File: config.mk
export PLATFORM = sky130hd
export DESIGN_NAME = bht
export DESIGN_NICKNAME = d
export VERILOG_FILES = /design/src/rtl/ariane_pkg.sv /design/src/rtl/bht.sv
export SDC_FILE = /design/constraint.sdc
export NUM_CORES = 1
export LEC_CHECK = 0
export CORE_UTILIZATION = 40
export CTS_BUF_LIST = sky130_fd_sc_hd__clkbuf_16
export CTS_CLUSTER_SIZE = 40
export DETAILED_ROUTE_END_ITERATION = 12
export SETUP_SLACK_MARGIN = 0.4
export SYNTH_ARGS = -nofsm -noshare
export SYNTH_HDL_FRONTEND = slang
export SYNTH_SLANG_ARGS = --single-unit
File: constraint.sdc
create_clock -name clk_i -period 3.8 [get_ports clk_i]
set_input_delay 0.38 -clock clk_i [delete_from_list [all_inputs] [get_ports clk_i]]
set_output_delay 0.38 -clock clk_i [all_outputs]
set_load 0.005 [all_outputs]
File: src/rtl/ariane_pkg.sv
// Shared frontend types: resolved-branch record from execute and the
// BHT prediction returned to fetch.
package ariane_pkg;

    localparam int unsigned BHT_ENTRIES = 64;

    typedef struct packed {
        logic        valid;
        logic [63:0] pc;
        logic [63:0] target_address;
        logic        is_mispredict;
        logic        is_taken;
        logic        clear;
    } branchpredict_t;

    typedef struct packed {
        logic valid;
        logic taken;
    } bht_prediction_t;

endpackage

File: src/rtl/bht.sv
// Branch history table: one 2-bit saturating counter per row, trained by
// resolved branches, read combinationally by fetch.
module bht
    import ariane_pkg::*;
#(
    parameter int unsigned NR_ENTRIES = BHT_ENTRIES
) (
    input  logic            clk_i,
    input  logic            rst_ni,
    input  logic            flush_i,
    input  logic [63:0]     vpc_i,
    input  branchpredict_t  resolved_branch_i,
    output bht_prediction_t bht_prediction_o
);

    localparam int unsigned IDX_BITS = $clog2(NR_ENTRIES);

    typedef struct packed {
        logic       valid;
        logic [1:0] saturation_counter;
    } bht_entry_t;

    bht_entry_t [NR_ENTRIES-1:0] bht_q;
    bht_entry_t [NR_ENTRIES-1:0] bht_d;

    logic [IDX_BITS-1:0] lookup_idx;
    logic [IDX_BITS-1:0] update_idx;
    bht_entry_t          lookup_entry;
    bht_entry_t          update_entry;

    // Only the row-select bits of the PCs matter; the rest is deliberately ignored.
    logic unused_bits;
    assign unused_bits = ^{vpc_i, resolved_branch_i};

    assign lookup_idx   = vpc_i[IDX_BITS+1:2];
    assign update_idx   = resolved_branch_i.pc[IDX_BITS+1:2];
    assign lookup_entry = bht_q[lookup_idx];
    assign update_entry = bht_q[update_idx];

    assign bht_prediction_o.valid = lookup_entry.valid;
    assign bht_prediction_o.taken = lookup_entry.valid
                                  & lookup_entry.saturation_counter[1];

    always_comb begin
        bht_d = bht_q;
        if (flush_i) begin
            bht_d = '0;
        end else if (resolved_branch_i.valid) begin
            if (resolved_branch_i.clear) begin
                bht_d[update_idx] = '0;
            end else if (!update_entry.valid) begin
                bht_d[update_idx].valid = 1'b1;
                bht_d[update_idx].saturation_counter =
                    resolved_branch_i.is_taken ? 2'd2 : 2'd1;
            end else if (resolved_branch_i.is_taken) begin
                if (update_entry.saturation_counter != 2'd3)
                    bht_d[update_idx].saturation_counter =
                        update_entry.saturation_counter + 2'd1;
            end else begin
                if (update_entry.saturation_counter != 2'd0)
                    bht_d[update_idx].saturation_counter =
                        update_entry.saturation_counter - 2'd1;
            end
        end
    end

    always_ff @(posedge clk_i or negedge rst_ni) begin
        if (!rst_ni) begin
            bht_q <= '0;
        end else begin
            bht_q <= bht_d;
        end
    end

endmodule

==> flow_summary.ini, run 1 <==
[grt]
grt_max_degree = 81
antenna_found_initial = 2
grt.overflow.total = 0
grt_pass1_vias = 9258
grt_pass1_wl_um = 57700
track_usage = 0.269

[clock_tree]
cts_root_buf = clkbuf_16
htreeDepth = 4
cts_buffers = 17
cts_sinks = 192
cts_buffer_depth = 2
cts_tree = built
clk_pin_slew_ns = 0.08
clkLatencyLatePin_ns = 0.46

[floorplanning]
die_w_um = 170
initial_utilization = 0.412
row_count = 60
core_area_um2 = 27300
num_io_pins = 201
die_y_um = 170
die_area_um2 = 28800

[critical_path]
reg2reg_slack_ns = 0.32
cp-end-kind = flip-flop
arrival_ns = 3.86
start_kind = flip-flop
reg2reg_from = bht_q[135]$_DFFE_PN0P_
critical_path.max_fanout = 7
reg2reg_depth = 15
crit_type = reg -> reg
cp.required_ns = 4.18
r2r-end = bht_q[37]$_DFFE_PN0P_

[route]
wl_um = 38900
vias_per_cell = 6.55
drcViolationCount = 0
dr_total_vias = 9584
final_antenna_net_count = 0
drt_first_pass_iters = 6
first_iter_violations = 1056
routedWlPerCell_um = 26.6

[hold_path]
min_path_cells = 2
hold_class = in -> reg
min_from = flush_i
hold_end = bht_q[152]$_DFFE_PN0P_

[final_layout]
reg_top3 = bht_q (192)
final_cell_mix = 192 x dfrtp_1, 95 x buf_4, 70 x nor2_1
final_common_cell = dfrtp_1
utilization = 0.498
drive_gt1_frac = 0.314
nets = 1278
synthToLayoutAreaGrowth_pct = 20.7
largest_reg_flops = 192
regMostFlops = bht_q
fillers = 2411

[logic_synthesis]
synth_nets = 1225
synth-xor-area-share = 0.00145
synth_mux_area_frac = 0.135
synthAdderAreaFrac = 0.00223
ys_warn_count = 0
ys_types = 64
netlist_area_um2 = 11200
synth-seq-cells = 192
synth_top_family_by_area = compound AO/OA/AOI/OAI gates
ys_seq_area_frac = 0.427
synth-edff-count = 0
async_flop_share = 1.00
synthSimpleGateAreaFrac = 0.103
synth_ff_type = dfrtp_1
synth.avg_cell_area_um2 = 11.0
synthCells = 1024
synth_compound_area_frac = 0.282

[sta]
hold_viol_final = 0
min_period_ns = 3.48
max_freq_mhz = 287
period_share = 0.916
slew_viol_final = 0
hold_slack_ns = 0.365
finalSetupViolations = 0
relSlewSlack = 0.411
grt_setup_unrepaired = yes
worst_slew_pin_slew_ns = 0.884
fin_skew_ns = 0.0187

[place]
numPortBuffers = 19
dp_hpwl_um = 25600
gp_congestion = 0.957

[pwr]
p_leak_nw = 5.24
power.density_nw_per_um2 = 337
peakVddDrop_uv = 269

[outcome]
status = finished, final reports clean

[job]
drv_cap = 0
-- how the worst max path moves through the flow --
stage / start / endpoint / slack (ns) / depth (start not counted)
floorplan: resolved_branch_i[71] / bht_q[151]$_DFFE_PN0P_ / 0.42 / 19
global placement: resolved_branch_i[69] / bht_q[79]$_DFFE_PN0P_ / -0.34 / 17
detailed placement: resolved_branch_i[69] / bht_q[67]$_DFFE_PN0P_ / -0.38 / 17
CTS: bht_q[135]$_DFFE_PN0P_ / bht_q[58]$_DFFE_PN0P_ / 0.39 / 13
global route: bht_q[135]$_DFFE_PN0P_ / bht_q[37]$_DFFE_PN0P_ / 0.23 / 15
finish: bht_q[135]$_DFFE_PN0P_ / bht_q[37]$_DFFE_PN0P_ / 0.32 / 15
-- critical path, cell delays in order, from the launching register on --
cell       delay [ns]
dfrtp_1          0.38
mux2_4           0.27
a221o_1          0.29
a222oi_1         0.38
o22ai_1          0.15
or4_4            0.60
inv_2            0.09
ha_4             0.12
mux2i_2          0.07
o21ai_2          0.17
o311ai_4         0.16
buf_12           0.22
clkbuf_16        0.17
buf_4            0.14
o21ai_4          0.06
o2bb2ai_2        0.12
-- layer usage --
metal	GRT usage	up-vias	part of all wire
li1	-	4146	-
met1	0.379	4927	0.43
met2	0.409	447	0.46
met3	0.0709	64	0.086
met4	0.0717	0	0.021
met5	0	-	0
-- cells in the mapped netlist (all sizes together), types with 2 or more instances --
cell | number | share of area
a211oi | 51 | 0.034
o31ai | 12 | 0.0080
and2 | 4 | 0.0022
or3b | 2 | 0.0016
inv | 7 | 0.0023
o22a | 2 | 0.0016
nor3 | 2 | 0.0013
nor2b | 4 | 0.0022
clkbuf | 48 | 0.016
a22oi | 31 | 0.021
o21ai | 72 | 0.032
a222oi | 2 | 0.0018
buf | 53 | 0.031
dfrtp | 192 | 0.43
mux2i | 35 | 0.031
and3b | 4 | 0.0031
nand2 | 36 | 0.012
nand2b | 6 | 0.0033
nand4 | 3 | 0.0017
o22ai | 5 | 0.0028
nand3b | 6 | 0.0040
a31oi | 6 | 0.0033
a21oi | 55 | 0.024
o2bb2ai | 128 | 0.13
nor3b | 7 | 0.0047
o211a | 2 | 0.0018
a41o | 2 | 0.0018
and3 | 5 | 0.0028
ha | 2 | 0.0022
o21bai | 2 | 0.0013
nor2 | 72 | 0.024
or2 | 3 | 0.0017
mux4 | 49 | 0.098
nand3 | 80 | 0.036
mux2 | 5 | 0.0053
a221oi | 6 | 0.0047
a22o | 4 | 0.0031
a21o | 3 | 0.0020
-- power by group --
| part | internal [W] | switching (W) | leakage (nW) | total [W] |
|---|---|---|---|---|
| logic | 0.000240 | 0.000459 | 2.28 | 0.000698 |
| clock network | 0.000877 | 0.000929 | 0.282 | 0.00181 |
| registers | 0.00205 | 0.0000101 | 2.68 | 0.00206 |
-- what timing repair did --
action | 4_1_cts | 5_1_grt
pin swaps | 3 | 27
resized for setup | 15 | 118
endpoints found under the setup margin | 130 | 128
hold endpoints to repair | 29 | 0
cloned | 1 | 7
hold buffers | 1 | 0
setup buffers | 1 | 7
-- final cells by class --
cell class	instances	area [µm²]	area share
multi-input combinational	724	6320	0.466
sequential	192	4800	0.354
timing repair buffer	135	1380	0.101
clock inverter	15	141	0.0104
antenna	1	2.50	0.000185
clock buffer	17	425	0.0314
inverter	7	26.3	0.00194
tap	372	465	0.0343
-- logic make-up after synthesis --
family                   after synthesis
multiplexers                          89
XOR/XNOR                               1
adder cells (fa/ha/maj)                2
buffers and inverters                108
AO/OA/AOI/OAI                        395
flip-flops                           192
AND/OR/NAND/NOR                      237
-- through the flow --
stage	instances	setup slack [ns]	power, W	instance area [µm²]	TNS [ns]
finish	1463	0.319	0.00457	13600	0
global route	1462	0.227	0.00469	13600	0
CTS	1448	0.390	0.00449	13000	0
detailed placement	1413	-0.375	0.00271	12300	-34.20
global placement	1413	-0.344	0.00270	12300	-30.93
floorplan	1024	0.417	0.00243	11200	0
No activity file was read; power rests on OpenSTA's default activity.
==> run 2, diff against run 1 <==
--- a/config.mk
+++ b/config.mk
@@ -5,10 +5,11 @@
 export SDC_FILE = /design/constraint.sdc
 export NUM_CORES = 1
 export LEC_CHECK = 0
-export CORE_UTILIZATION = 40
+export CORE_UTILIZATION = 45
 export CTS_BUF_LIST = sky130_fd_sc_hd__clkbuf_16
 export CTS_CLUSTER_SIZE = 40
 export DETAILED_ROUTE_END_ITERATION = 12
+export PLACE_DENSITY = 0.7
 export SETUP_SLACK_MARGIN = 0.4
 export SYNTH_ARGS = -nofsm -noshare
 export SYNTH_HDL_FRONTEND = slang
==> constraint.sdc (replaced) <==
create_clock -name clk_i -period 4.2 [get_ports clk_i]
set_input_delay 0.42 -clock clk_i [delete_from_list [all_inputs] [get_ports clk_i]]
set_output_delay 0.42 -clock clk_i [all_outputs]
set_load 0.005 [all_outputs]
==> flow_summary.ini, run 2 (synthesis results as in run 1) <==
[pwr]
comb_power_share = 0.127
power.density_nw_per_um2 = 328
p_clk_frac = 0.419
swShare = 0.281
p_sw_w = 0.00116
peakVddDrop_uv = 300
seqPwrFrac = 0.454
internal_power_w = 0.00296
total_power_w = 0.00411
p_leak_nw = 4.80

[critical_path]
cp-end-kind = output port
r2r-end = bht_q[157]$_DFFE_PN0P_
max_stage_delay_ns = 0.52
reg2reg_from = bht_q[135]$_DFFE_PN0P_
reg2reg_depth = 14
path_delay_family = multiplexers
start_kind = input port
reg2reg_slack_ns = 0.62
worst-path-buf-inv = 3
critical_path.max_fanout = 32
arrival_ns = 3.25
worstPathCellList = clkdlybuf4s50_1, buf_12, mux4_2, mux4_2, mux4_2, and2_1, clkdlybuf4s50_1
crit_type = in -> out
slowest_stage = mux4_2
cp.required_ns = 3.78
crit_top_cell = mux4_2

[sta]
fin_skew_ns = 0.0113
relSlewSlack = 0.355
max_freq_mhz = 272
period_share = 0.874
grt_setup_unrepaired = no
tns_ns = 0
finalSetupViolations = 0
hold_viol_final = 0
slew_viol_final = 0
worst_slew_pin_slew_ns = 0.965
min_period_ns = 3.67

[route]
drt_first_pass_iters = 7
first_iter_violations = 1227
vias_per_cell = 6.99
drcViolationCount = 0
routedWlPerCell_um = 26.5
dr_total_vias = 9460
wl_um = 35800
final_antenna_net_count = 0

[place]
gp_congestion = 0.937
numPortBuffers = 19
dp_hpwl_um = 23900
dpl-instance-area_um2 = 11900

[final_layout]
final_common_cell = dfrtp_1
finalInstanceArea_um2 = 12500
synthToLayoutAreaGrowth_pct = 11.6
reg_top3 = bht_q (192)
fillers = 2165
regMostFlops = bht_q
num_antenna_cells = 0
final_cell_mix = 192 x dfrtp_1, 80 x nand3_1, 76 x o2bb2ai_1
nets = 1218
drive_gt1_frac = 0.206
largest_reg_flops = 192

[clock_tree]
cts_buffers = 17
clkLatencyLatePin_ns = 0.46
cts_hold_buf = 0
clk_pin_slew_ns = 0.07
cts_tree = built
cts_root_buf = clkbuf_16
cts_sinks = 192
cts_setup_buffers = 0
cts_resized = 0
htreeDepth = 4
cts_buffer_depth = 2

[grt]
grt.overflow.total = 0
grt_pass1_wl_um = 57000
grt_max_degree = 109
antenna_found_initial = 0
grt_pass1_vias = 9504
track_usage = 0.290

[floorplanning]
die_w_um = 160
die_area_um2 = 25600
row_count = 57
die_y_um = 160
initial_utilization = 0.461
core_area_um2 = 24400
num_io_pins = 201

[outcome]
status = finished, final reports clean

[hold_path]
hold_class = in -> async

[job]
drv_cap = 0
run 2: changes by cell type in the layout (fill, tap and decap cells not counted), moves of 3 or more:
cell / previous run / this run
clkbuf_16: 22 / 17
o21ai_1: 27 / 11
o21ai_2: 25 / 0
buf_4: 95 / 44
o21ai_4: 4 / 0
o21ai_0: 16 / 61
bufinv_16: 0 / 3
inv_8: 6 / 1
o2bb2ai_2: 66 / 52
nand3_2: 19 / 0
nand3_1: 59 / 80
o2bb2ai_1: 62 / 76
run 2: how the worst max path moves through the flow:
stage	depth (start not counted)	slack (ns)	to	from
finish	7	0.53	bht_prediction_o[0]	vpc_i[3]
global route	16	0.49	bht_q[145]$_DFFE_PN0P_	resolved_branch_i[69]
CTS	14	0.53	bht_q[145]$_DFFE_PN0P_	bht_q[135]$_DFFE_PN0P_
detailed placement	16	0.13	bht_q[145]$_DFFE_PN0P_	resolved_branch_i[69]
global placement	16	0.18	bht_q[157]$_DFFE_PN0P_	resolved_branch_i[69]
floorplan	19	0.78	bht_q[151]$_DFFE_PN0P_	resolved_branch_i[71]
run 2: layout make-up:
type | count | area, µm² | area share
clock buffer | 17 | 425 | 0.0339
clock inverter | 15 | 183 | 0.0146
inverter | 7 | 26.3 | 0.00210
multi-input combinational | 724 | 5920 | 0.472
sequential | 192 | 4800 | 0.383
tap | 324 | 405 | 0.0323
timing repair buffer | 75 | 772 | 0.0616
run 2: layer usage:
layer	up-vias	routed length (µm)	track usage
li1	4016	-	-
met1	4705	14200	0.404
met2	612	16000	0.430
met3	127	4210	0.0810
met4	0	1350	0.110
met5	-	0	0
run 2: through the flow:
stage               cells  hold WS (ns)  setup slack, ns  utilization
floorplan            1024         0.124            0.777            -
global placement     1322         0.475            0.183        0.489
detailed placement   1322         0.474            0.130        0.489
CTS                  1354         0.139            0.530        0.514
global route         1354         0.138            0.489        0.514
finish               1354        0.0483            0.528        0.514
run 2: power by group through the flow:
stage	sequential, W	combinational (W)	clock (W)
after global placement	0.00190	0.000505	0
after global routing	0.00187	0.000551	0.00181
after CTS	0.00187	0.000512	0.00173
after detailed placement	0.00190	0.000511	0
final	0.00187	0.000523	0.00172
after floorplan	0.00190	0.000302	0
run 2: worst reg2reg max path, stage by stage, from the launching register on:
cell and delay [ns]:
dfrtp_1 0.39, mux2_4 0.27, a221o_1 0.31, a222oi_1 0.44
o22ai_1 0.20, or4_4 0.52, inv_1 0.07, ha_1 0.13
mux2i_1 0.06, o21ai_1 0.21, o311ai_4 0.20, buf_12 0.24
buf_4 0.19, o21ai_1 0.13, o2bb2ai_1 0.14
